## config.mk

```make
export PLATFORM = sky130hd
export DESIGN_NAME = bit_serializer
export DESIGN_NICKNAME = d
export VERILOG_FILES = /design/src/rtl/bit_serializer.sv
export SDC_FILE = /design/constraint.sdc
export NUM_CORES = 1
export LEC_CHECK = 0
export ABC_AREA = 1
export CAP_MARGIN = 20
export CORE_AREA = 2 2 55 57
export DETAILED_ROUTE_END_ITERATION = 12
export DIE_AREA = 0 0 57 59
export SKIP_LAST_GASP = 1
export SLEW_MARGIN = 10
export SYNTH_ARGS = -nofsm -noshare
export SYNTH_HDL_FRONTEND = slang
export SYNTH_SLANG_ARGS = --single-unit
```

## constraint.sdc

```tcl
create_clock -name CLK -period 2.9 [get_ports CLK]
set_clock_uncertainty 0.05 [all_clocks]
set_input_delay 0.435 -clock CLK [delete_from_list [all_inputs] [get_ports CLK]]
set_output_delay 0.435 -clock CLK [all_outputs]
set_load 0.03 [all_outputs]
```

## src/rtl/bit_serializer.sv

```systemverilog
// Parallel-to-serial converter feeding pattern_matcher.a: valid/ready word intake,
// MSB- or LSB-first shifting, optional idle gap, and registered a_valid/done framing.
module bit_serializer #(
    parameter int unsigned WIDTH     = 8,
    parameter bit          MSB_FIRST = 1'b1,
    parameter int unsigned GAP       = 0,
    parameter bit          IDLE_BIT  = 1'b0
) (
    input  logic             CLK,
    input  logic             reset,
    input  logic             in_valid,
    input  logic [WIDTH-1:0] data_in,
    output logic             in_ready,
    input  logic             abort,
    output logic             a,
    output logic             a_valid,
    output logic             done
);

    typedef enum logic [1:0] {
        ST_IDLE,
        ST_SHIFT,
        ST_GAP
    } state_t;

    localparam logic [4:0] BCNT_LAST = 5'(WIDTH - 1);
    localparam logic [7:0] GCNT_LAST = (GAP > 0) ? 8'(GAP - 1) : 8'd0;
    localparam bit         NO_GAP    = (GAP == 0);

    state_t           r_state;
    logic [WIDTH-1:0] r_shift;
    logic [4:0]       r_bcnt;
    logic [7:0]       r_gcnt;
    logic             r_a;
    logic             r_a_valid;
    logic             r_done;

    state_t           w_state_nxt;
    logic [WIDTH-1:0] w_shift_nxt;
    logic [WIDTH-1:0] w_shift_adv;
    logic [4:0]       w_bcnt_nxt;
    logic [4:0]       w_bcnt_inc;
    logic [7:0]       w_gcnt_nxt;
    logic             w_a_nxt;
    logic             w_a_valid_nxt;
    logic             w_done_nxt;
    logic             w_last;
    logic             w_accept;

    // The register always holds the bit currently on `a` at its head position.
    function automatic logic head_bit(input logic [WIDTH-1:0] w);
        return MSB_FIRST ? w[WIDTH-1] : w[0];
    endfunction

    function automatic logic [WIDTH-1:0] advance(input logic [WIDTH-1:0] w);
        return MSB_FIRST ? {w[WIDTH-2:0], 1'b0} : {1'b0, w[WIDTH-1:1]};
    endfunction

    assign w_last      = (r_state == ST_SHIFT) && (r_bcnt == BCNT_LAST);
    assign in_ready    = !reset && !abort && ((r_state == ST_IDLE) || (w_last && NO_GAP));
    assign w_accept    = in_valid && in_ready;
    assign w_shift_adv = advance(r_shift);
    assign w_bcnt_inc  = r_bcnt + 5'd1;

    // NOTE: every signal written here gets a default first, so no latch can be inferred.
    always_comb begin
        w_state_nxt   = r_state;
        w_shift_nxt   = r_shift;
        w_bcnt_nxt    = r_bcnt;
        w_gcnt_nxt    = r_gcnt;
        w_a_nxt       = IDLE_BIT;
        w_a_valid_nxt = 1'b0;
        w_done_nxt    = 1'b0;

        if (abort) begin
            w_state_nxt = ST_IDLE;
            w_bcnt_nxt  = '0;
            w_gcnt_nxt  = '0;
        end else if (w_accept) begin
            w_state_nxt   = ST_SHIFT;
            w_shift_nxt   = data_in;
            w_bcnt_nxt    = '0;
            w_a_nxt       = head_bit(data_in);
            w_a_valid_nxt = 1'b1;
        end else begin
            unique case (r_state)
                ST_IDLE: begin
                end
                ST_SHIFT: begin
                    if (w_last) begin
                        w_bcnt_nxt  = '0;
                        w_gcnt_nxt  = '0;
                        w_state_nxt = NO_GAP ? ST_IDLE : ST_GAP;
                    end else begin
                        w_shift_nxt   = w_shift_adv;
                        w_bcnt_nxt    = w_bcnt_inc;
                        w_a_nxt       = head_bit(w_shift_adv);
                        w_a_valid_nxt = 1'b1;
                        w_done_nxt    = (w_bcnt_inc == BCNT_LAST);
                    end
                end
                ST_GAP: begin
                    if (r_gcnt == GCNT_LAST) begin
                        w_state_nxt = ST_IDLE;
                        w_gcnt_nxt  = '0;
                    end else begin
                        w_gcnt_nxt = r_gcnt + 8'd1;
                    end
                end
                default: begin
                    w_state_nxt = ST_IDLE;
                end
            endcase
        end
    end

    // NOTE: sequential state uses non-blocking assignments so every register samples pre-edge values.
    always_ff @(posedge CLK) begin
        if (reset) begin
            r_state   <= ST_IDLE;
            r_bcnt    <= '0;
            r_gcnt    <= '0;
            r_a       <= IDLE_BIT;
            r_a_valid <= 1'b0;
            r_done    <= 1'b0;
        end else begin
            r_state   <= w_state_nxt;
            r_bcnt    <= w_bcnt_nxt;
            r_gcnt    <= w_gcnt_nxt;
            r_a       <= w_a_nxt;
            r_a_valid <= w_a_valid_nxt;
            r_done    <= w_done_nxt;
        end
    end

    // NOTE: the data register is left unreset; it is always loaded before anything reads it.
    always_ff @(posedge CLK) begin
        r_shift <= w_shift_nxt;
    end

    assign a       = r_a;
    assign a_valid = r_a_valid;
    assign done    = r_done;

endmodule

```

Word-level counts from Yosys, hierarchy flattened
Cells that the tools add are included.
- register bits: 25
- word-level logic and storage cells: 59
- bits of input ports: 12
- output and inout bits: 4
- multiplexer cells: 17
- bitwise logic cells: 4
- equality and inequality tests: 10
- $add $sub $neg: 2
- reductions and logical operators: 18
- operator list (operator ; count):
    two-way mux 7 bit ; 3
    two-way mux 8 bit ; 2
    case mux 8 bit (2 select lines) ; 1
    AND reduction 3 bit ; 4
    equality test 5 x 3 -> 1 bit, second input constant ; 2
    adder 8 x 1 -> 8 bit, second input constant ; 1
    zero test 8 bit ; 1
    two-way mux 1 bit ; 7
    inequality test 2 bit, second input constant ; 3
    inequality test 3 bit, second input constant ; 2
    case mux 2 bit (3 select lines) ; 1
    adder 5 x 1 -> 5 bit, second input constant ; 1
    two-way mux 5 bit ; 1
    OR reduction 5 bit ; 1
    logical AND 1 bit ; 4
    two-way mux 2 bit ; 2
    inverter 1 bit ; 4
    nonzero test 2 bit ; 2
    OR reduction 3 bit ; 1
    equality test 2 x 1 -> 1 bit, second input constant ; 1
    equality test 2 bit, second input constant ; 1
    zero test 1 bit ; 2
    zero test 2 bit ; 1
    inequality test 2 x 1 -> 1 bit, second input constant ; 1
    2 further kinds ; 2

Longest topological paths before layout
- depth after elaboration: 7
- mapped depth: 10
- gate-level depth less buffers: 10

Worst setup path after synthesis
No wires, ideal clock.
- path kind: register to output
- start: reg r_bcnt[1]
- end: out in_ready
- arrival time: 1295 ps
- slack: 1120 ps
- buffers on the path: 0
- cell stages (with the launch flop): 8
- data required time: 2415 ps
- cells stage by stage: dfxtp_1 -> ha_1 -> nand2_2 -> inv_2 -> nand2_2 -> nand2_4 -> inv_1 -> nor2_1
- longest elaborated chain between the ends: 4
- ends and longest elaborated chain (item ; line ; RTL):
    from (decl) ; 32 ; logic [4:0] r_bcnt;
    from (signal assigned) ; 128 ; r_bcnt <= w_bcnt_nxt;
    equality test 5 x 3 -> 1 bit ; 59 ; assign w_last = (r_state == ST_SHIFT) && (r_bcnt == BCNT_LAST);
    logical AND 1 bit ; 59 ;
    logical OR 1 bit ; 60 ; assign in_ready = !reset && !abort && ((r_state == ST_IDLE) || (w_last && NO_GAP));
    logical AND 1 bit ; 60 ;
    to (decl) ; 13 ; output logic in_ready,
Every way passes these cells.

Worst setup path after layout
Ends and elaborated chain as after synthesis.

==> run metrics <==
Sw Ratio 21.2%; Total Nets Final 126; Area growth, synth to finish 28.2%; PD cells 424 mW/mm^2; FF/Latch Area 390 sq um; H-tree depth 1; CTS clock-pin slew for the worst setup and hold paths 0.09 ns; post-route cell area 0.00101 sq mm; Critical Path AT 2.06 ns; outcome complete, no violations; leading area contributor after synthesis edfxtp_1; mux contribution to synthesized area 0%; final hold viol count 0; Post-DRT Antenna Nets 0; DR WL/cell 8.89 microns; Ant. Diodes 0; total core area 0.00271 sq mm; clock latency at the later pin of the worst-skew pair 0.28 ns; Max-cap violations 0; Die X 57 microns; net load switching power 90.5 uW; hold buffers post-CTS 0; unrepaired setup endpoints after global routing no; logic gate share of total power 10.1%; DRT Pass-1 Iters 4; synth warn 0; Rows 19; largest net degree at the start of global routing 18; Post-DP Area 971 sq um; Worst path max stage delay 0.67 ns; most common cell after layout, fill and taps aside nand2_1; Worst IR Drop VDD 0.000204 V; Placer Congestion 0.697; power share of the sequential group 56.1%; largest family of logic cells by synthesized area simple AND/OR/NAND/NOR gates; Netlist cell types 18; # fillers 286; Root Buffer clkbuf_4; GRT Residual Overflow 0; fin. max-slew vios 0; Post-Synth XOR/XNOR Area 0%; CTS tree done; # setup viols final 0; WP data required 2.41 ns; total track usage 8.70%; Lkg Pwr 0.422 nW; Mean Syn Cell Area 8.54 sq um; clk buf depth 2; share of cells above drive strength 1 16.2%; fin crit share 87.8%; # Post-CTS Setup Buffers 0; Area contributors post-synth edfxtp_1, dfxtp_1, nand2_1, inv_1, o21ai_2; die area 0.00336 sq mm; via count 611; drt drc 0; cts bufs inserted 3; Clock power frac 33.8%; Port Buffers 15; register bit total from synthesis 16; I/O pin count 16; commonest cells after routing, fill and taps aside nand2_1, inv_1, clkdlybuf4s50_1; fin crit period 2.55 ns; PostCTS Resize Cnt 0; initial antenna violation count 0; drt via density 4.30; Max Fanout on Critical Path 7; Post-Synth Simple-Gate Area 23.4%; Clock Sink Count 16; Compound-Gate Fraction of Synth Area 13.7%; Rel. slew slack 79.7%; adder-cell share of the synthesized area 3.18%; cell count after synthesis 92; Fmax 0.393 GHz; top cell type's share of synthesized area 26.8%; Startpoint Class register; worst-path cell chain ha_1, nand2_2, inv_2, nand2_2, nand2_4, inv_1, nor2_1, clkdlybuf4s50_1; Multi-input gate area 317 sq um; register area share after synthesis 49.7%; critical path's slowest cell clkdlybuf4s50_1; Min Hold Slack 0.483 ns; Routed WL 1260 microns; min-delay worst type reg2reg; Slew @ Worst Pin 0.304 ns; vias in the first global route 552; syn nets 106; Crit. End Element output port; first-pass GRT wire length 2280 microns; Die Y 59 microns; Setup TNS 0 ns; DRT iter0 DRCs 10; Starting Density 29.0%; critical path type reg2out; DP HPWL 994 microns; Crit path top cell by count nand2_2; Pint 337 uW; mapped cell area 786 sq um
path summary, 6_finish.rpt:
check | endpoint | cells after the start | slack, ns | startpoint
setup / recovery | in_ready | 8 | 0.35 | r_bcnt[1]
hold / removal | r_shift[2] | 2 | 0.48 | r_shift[1]
setup reg to reg | r_shift[6] | 9 | 1.03 | r_bcnt[1]
hold reg to reg | r_shift[2] | 2 | 0.48 | r_shift[1]
stage by stage:
stage               std cells  util [%]  setup slack [ns]  power (mW)
finish                    142      37.2             0.354       0.428
detailed placement        138      35.8             0.494       0.289
CTS                       142      37.2             0.318       0.433
floorplan                  92         -              1.12       0.267
global route              142      37.2             0.174       0.447
global placement          138      35.8             0.523       0.288
synth_stat cells:
master	instances
o21ai_2	6
dfxtp_1	9
nand2_1	20
inv_1	17
or2_2	1
nand3_4	1
nand2_4	1
buf_6	1
edfxtp_1	7
a21oi_1	7
nand3_1	4
o21ai_0	4
nor2_1	6
nor2_2	1
nand2_2	2
nand4_1	2
inv_2	1
ha_1	2
state kept, by name, summed over array words and instances, names as in the netlist:
name and count:
r_shift 7, r_bcnt 5, a 1, done 1
r_state 1, a_valid 1
power groups by stage:
stage	Sequential (mW)	Combinational [mW]	Clock (mW)
6_report	0.240	0.0430	0.145
5_1_grt	0.240	0.0479	0.159
4_1_cts	0.240	0.0437	0.150
3_5_place_dp	0.245	0.0437	0
3_3_place_gp	0.245	0.0434	0
2_1_floorplan	0.246	0.0210	0
area by class of cell:
type                       count  area share [%]
inverter                      18            6.71
timing repair buffer          16            15.7
sequential                    16            38.8
clock buffer                   4            3.60
multi-input combinational     57            31.4
tap                           31            3.85
layer usage:
metal / vias to the layer above / wire, microns / global-route usage [%]
met5: - / 0 / 0
li1: 330 / - / -
met2: 19 / 547 / 12.8
met1: 262 / 636 / 12.1
met3: 0 / 78 / 2.18
met4: 0 / 0 / 3.99
worst max-delay path, delay by kind of cell (launching register included):
| kind | cells | cell delay, ns |
|---|---|---|
| simple gates | 4 | 0.33 |
| buf+inv | 3 | 0.83 |
| fa+ha+maj | 1 | 0.20 |
| flops | 1 | 0.41 |
logic make-up (layout without fill, tap and decap cells):
| logic type | after synthesis | after routing |
|---|---|---|
| fa+ha+maj | 2 | 2 |
| flops | 16 | 16 |
| compound gates | 17 | 17 |
| simple gates | 38 | 38 |
| buf+inv | 19 | 38 |
No activity file was read; power rests on OpenSTA's default activity.
==> patch 1, RTL diff (same flow settings) <==
Set the parameter `WIDTH` to 12 (it was 8).
--- a/src/rtl/bit_serializer.sv
+++ b/src/rtl/bit_serializer.sv
@@ -1,7 +1,7 @@
 // Parallel-to-serial converter feeding pattern_matcher.a: valid/ready word intake,
 // MSB- or LSB-first shifting, optional idle gap, and registered a_valid/done framing.
 module bit_serializer #(
-    parameter int unsigned WIDTH     = 8,
+    parameter int unsigned WIDTH     = 12,
     parameter bit          MSB_FIRST = 1'b1,
     parameter int unsigned GAP       = 0,
     parameter bit          IDLE_BIT  = 1'b0
Ports: changed (resized data_in); port bits go from 16 to 20. The function was not compared with the original's and may differ.
==> patch 1 against the original RTL <==
Routed wire length up 33%. Total power up 16%. Register-to-register slack better by 0.06 ns. Sequential cell count up 4. Core utilization up 7.9 points. Setup slack worse by 0.044 ns. Cell area up 21%. Synthesized area up 24%. Synthesized cell count up 20%. Largest cell class unchanged. Highest routed layer is now met4.
==> patch 1: results <==
[hold_path]
worstHoldStart = r_bcnt[0]
hold_end = r_bcnt[0]

[yosys]
synth_fp_nets = 128
synth_edf_count = 11
synth_area_per_cell_um2 = 8.849
synth_area_leaders = edfxtp_1, dfxtp_1, nand2_1
ys_seq_area_frac = 0.5244

[status]
status = completed

[place]
hpwl_um = 1238
dpl_cell_area_um2 = 1195
portBuffers = 19

[global_route]
grtUsageMet1 = 0.1226
use_met2 = 0.1921
grt_pass1_vias = 703
grt_pass1_wl_um = 2801

[critical_path]
reg2reg_slack_ns = 1.09
cp_max_fo = 9

[power_and_ir_drop]
leakage_uw = 0.0005158
ir_drop_mv = 0.3013
power.internal_uw = 386.8

[drt]
vias = 743

[cells_and_area]
reg_top3 = r_shift x11, r_bcnt x5
nets = 152
fillerInstances = 292

[sta]
slew_headroom = 0.7192
fmax_mhz = 386.1

[clock_network]
path_clk_slew_ns = 0.11
-- patch 1: power groups by stage --
stage | clock network [uW] | logic [uW] | registers [uW]
6_report | 137 | 55.6 | 305
4_1_cts | 145 | 56.5 | 306
3_5_place_dp | 0 | 56.3 | 312
3_3_place_gp | 0 | 55.7 | 312
2_1_floorplan | 0 | 27.3 | 313
5_1_grt | 156 | 61.4 | 306
-- patch 1: cell type report --
| class | count | area, um^2 | share of cell area |
|---|---|---|---|
| clock buffers | 4 | 26.28 | 0.02152 |
| flip-flops and latches | 20 | 510.5 | 0.4180 |
| well taps | 31 | 38.79 | 0.03176 |
| inverters | 21 | 78.83 | 0.06455 |
| repair buffers | 21 | 205.2 | 0.1680 |
| multi-input cells | 67 | 361.6 | 0.2961 |
-- patch 1: routing by layer --
layer / part of all wire / routed length [um]
met2: 0.46 / 776
met1: 0.47 / 782
met4: 0.020 / 34
met3: 0.048 / 81
met5: 0 / 0
==> patch 2, RTL diff (same settings) <==
Without the edit above. Reset style: asynchronous (`reset`), changed in one clocked block.
--- a/src/rtl/bit_serializer.sv
+++ b/src/rtl/bit_serializer.sv
@@ -115,7 +115,7 @@
     end
 
     // NOTE: sequential state uses non-blocking assignments so every register samples pre-edge values.
-    always_ff @(posedge CLK) begin
+    always_ff @(posedge CLK or posedge reset) begin
         if (reset) begin
             r_state   <= ST_IDLE;
             r_bcnt    <= '0;
Check against the original RTL: differs if reset is asserted again (counterexample within 4 cycles, from zero or initial values and one cycle with reset high); with reset held inactive, the same outputs for 10 cycles.
==> patch 2 against the original RTL <==
Register-to-register slack worse by 0.18 ns. First-iteration DRC count up 20%. Sequential cell count unchanged. Cell area up 0.62%. Total power up 2.4%. Final cell count down 2.8%. Sequential power up 6%. Routed wire length up 7.1%. Setup slack worse by 0.020 ns. Synthesized area up 3.0%. Critical endpoint unchanged. Largest power group unchanged.
==> patch 2: results <==
[place]
dpl_worst_slack_ns = 0.5688
dpl_cell_area_um2 = 987.2
gp_congestion = 0.6926
hpwl_um = 1035
portBuffers = 15

[drt]
viasPerCell = 4.283
drt_iter0_markers = 12
wl_per_cell_um = 9.790
dr.pass1.iters = 4

[yosys]
ys.flop_type = dfrtp_1
synth_common_cells = nand2_1, inv_1, dfrtp_1, nor2_1, edfxtp_1
synth_edf_count = 7
ys_seq_area_frac = 0.5379
async_flop_share = 0.5625
synth_fp_nets = 103
synth_area_leaders = dfrtp_1, edfxtp_1, nand2_1

[critical_path]
cp_slowest_stage_delay_ns = 0.70
crit_arrival_ns = 2.08
cp_max_fo = 4

[clock_network]
clockRootBuffer = clkbuf_4
cts_resized = 0
path_clk_slew_ns = 0.10

[global_route]
grtUsageMet3 = 0.02620
grt_use_total = 0.09382
grtUsageMet1 = 0.1205
grt_max_degree = 20
grt_pass1_vias = 560
use_met2 = 0.1494
grt_pass1_wl_um = 2435

[sta]
slew_headroom = 0.7699

[status]
status = completed

[cells_and_area]
fillerInstances = 292
layout-drive-gt1-share = 0.1121
nets = 122

[power_and_ir_drop]
leakage_uw = 0.0004744
ir_drop_mv = 0.2467

[hold_path]
hp-class = flip-flop to flip-flop
patch 2: cell types whose count changed after synthesis, sizes merged, moves of 2 or more:
cell,before,now
a21oi,7,1
dfrtp,0,9
dfxtp,9,0
nand3,5,7
patch 2: area by class of cell:
type / count / area [um^2] / share of cell area
flip-flops and latches: 16 / 435.4 / 0.4296
multi-input cells: 54 / 295.3 / 0.2914
repair buffers: 15 / 150.1 / 0.1481
inverters: 18 / 67.56 / 0.06667
well taps: 31 / 38.79 / 0.03827
clock buffers: 4 / 26.28 / 0.02593
patch 2: logic make-up after synthesis:
kind of cell / after synthesis / share of synthesized area
flip-flops: 16 / 0.5379
XOR/XNOR: 1 / 0.01082
AND/OR/NAND/NOR: 40 / 0.2288
adder cells (fa/ha/maj): 2 / 0.03091
buffers and inverters: 19 / 0.09737
AO/OA/AOI/OAI: 11 / 0.09428
patch 2: per-layer routing:
| metal | vias to the layer above | part of all wire |
|---|---|---|
| li1 | 317 | - |
| met1 | 262 | 0.49 |
| met2 | 12 | 0.47 |
| met3 | 0 | 0.038 |
| met4 | 0 | 0 |
| met5 | - | 0 |
patch 2: power breakdown:
part | leakage (uW) | switching (uW) | internal [uW]
logic | 0.000271 | 33.7 | 27.7
registers | 0.000189 | 4.81 | 249
clock network | 0.0000150 | 68.9 | 53.4
patch 2: worst paths after layout:
check / from / endpoint / slack (ns) / depth (start not counted)
max in group asynchronous: reset / a_valid / 2.11 / 2
hold / removal: r_shift[6] / a / 0.41 / 2
setup / recovery: r_bcnt[1] / in_ready / 0.33 / 8
hold reg to reg: r_shift[6] / a / 0.41 / 2
setup reg to reg: r_bcnt[0] / r_shift[6] / 0.85 / 8
min in group asynchronous: reset / r_bcnt[0] / 0.43 / 2
patch 2: metrics by stage:
step / total power [uW] / util / cells
floorplan: 293.8 / - / 89
CTS: 446.9 / 0.3740 / 138
global placement: 320.8 / 0.3643 / 134
detailed placement: 321.7 / 0.3643 / 134
finish: 437.8 / 0.3740 / 138
global route: 465.3 / 0.3740 / 138
patch 2: worst reg2reg max path, delay by kind of cell (launching register included):
kind | cells | cell delay, ns
buffers and inverters | 2 | 0.23
adder cells (fa/ha/maj) | 1 | 0.25
AND/OR/NAND/NOR | 5 | 0.77
flip-flops | 1 | 0.41
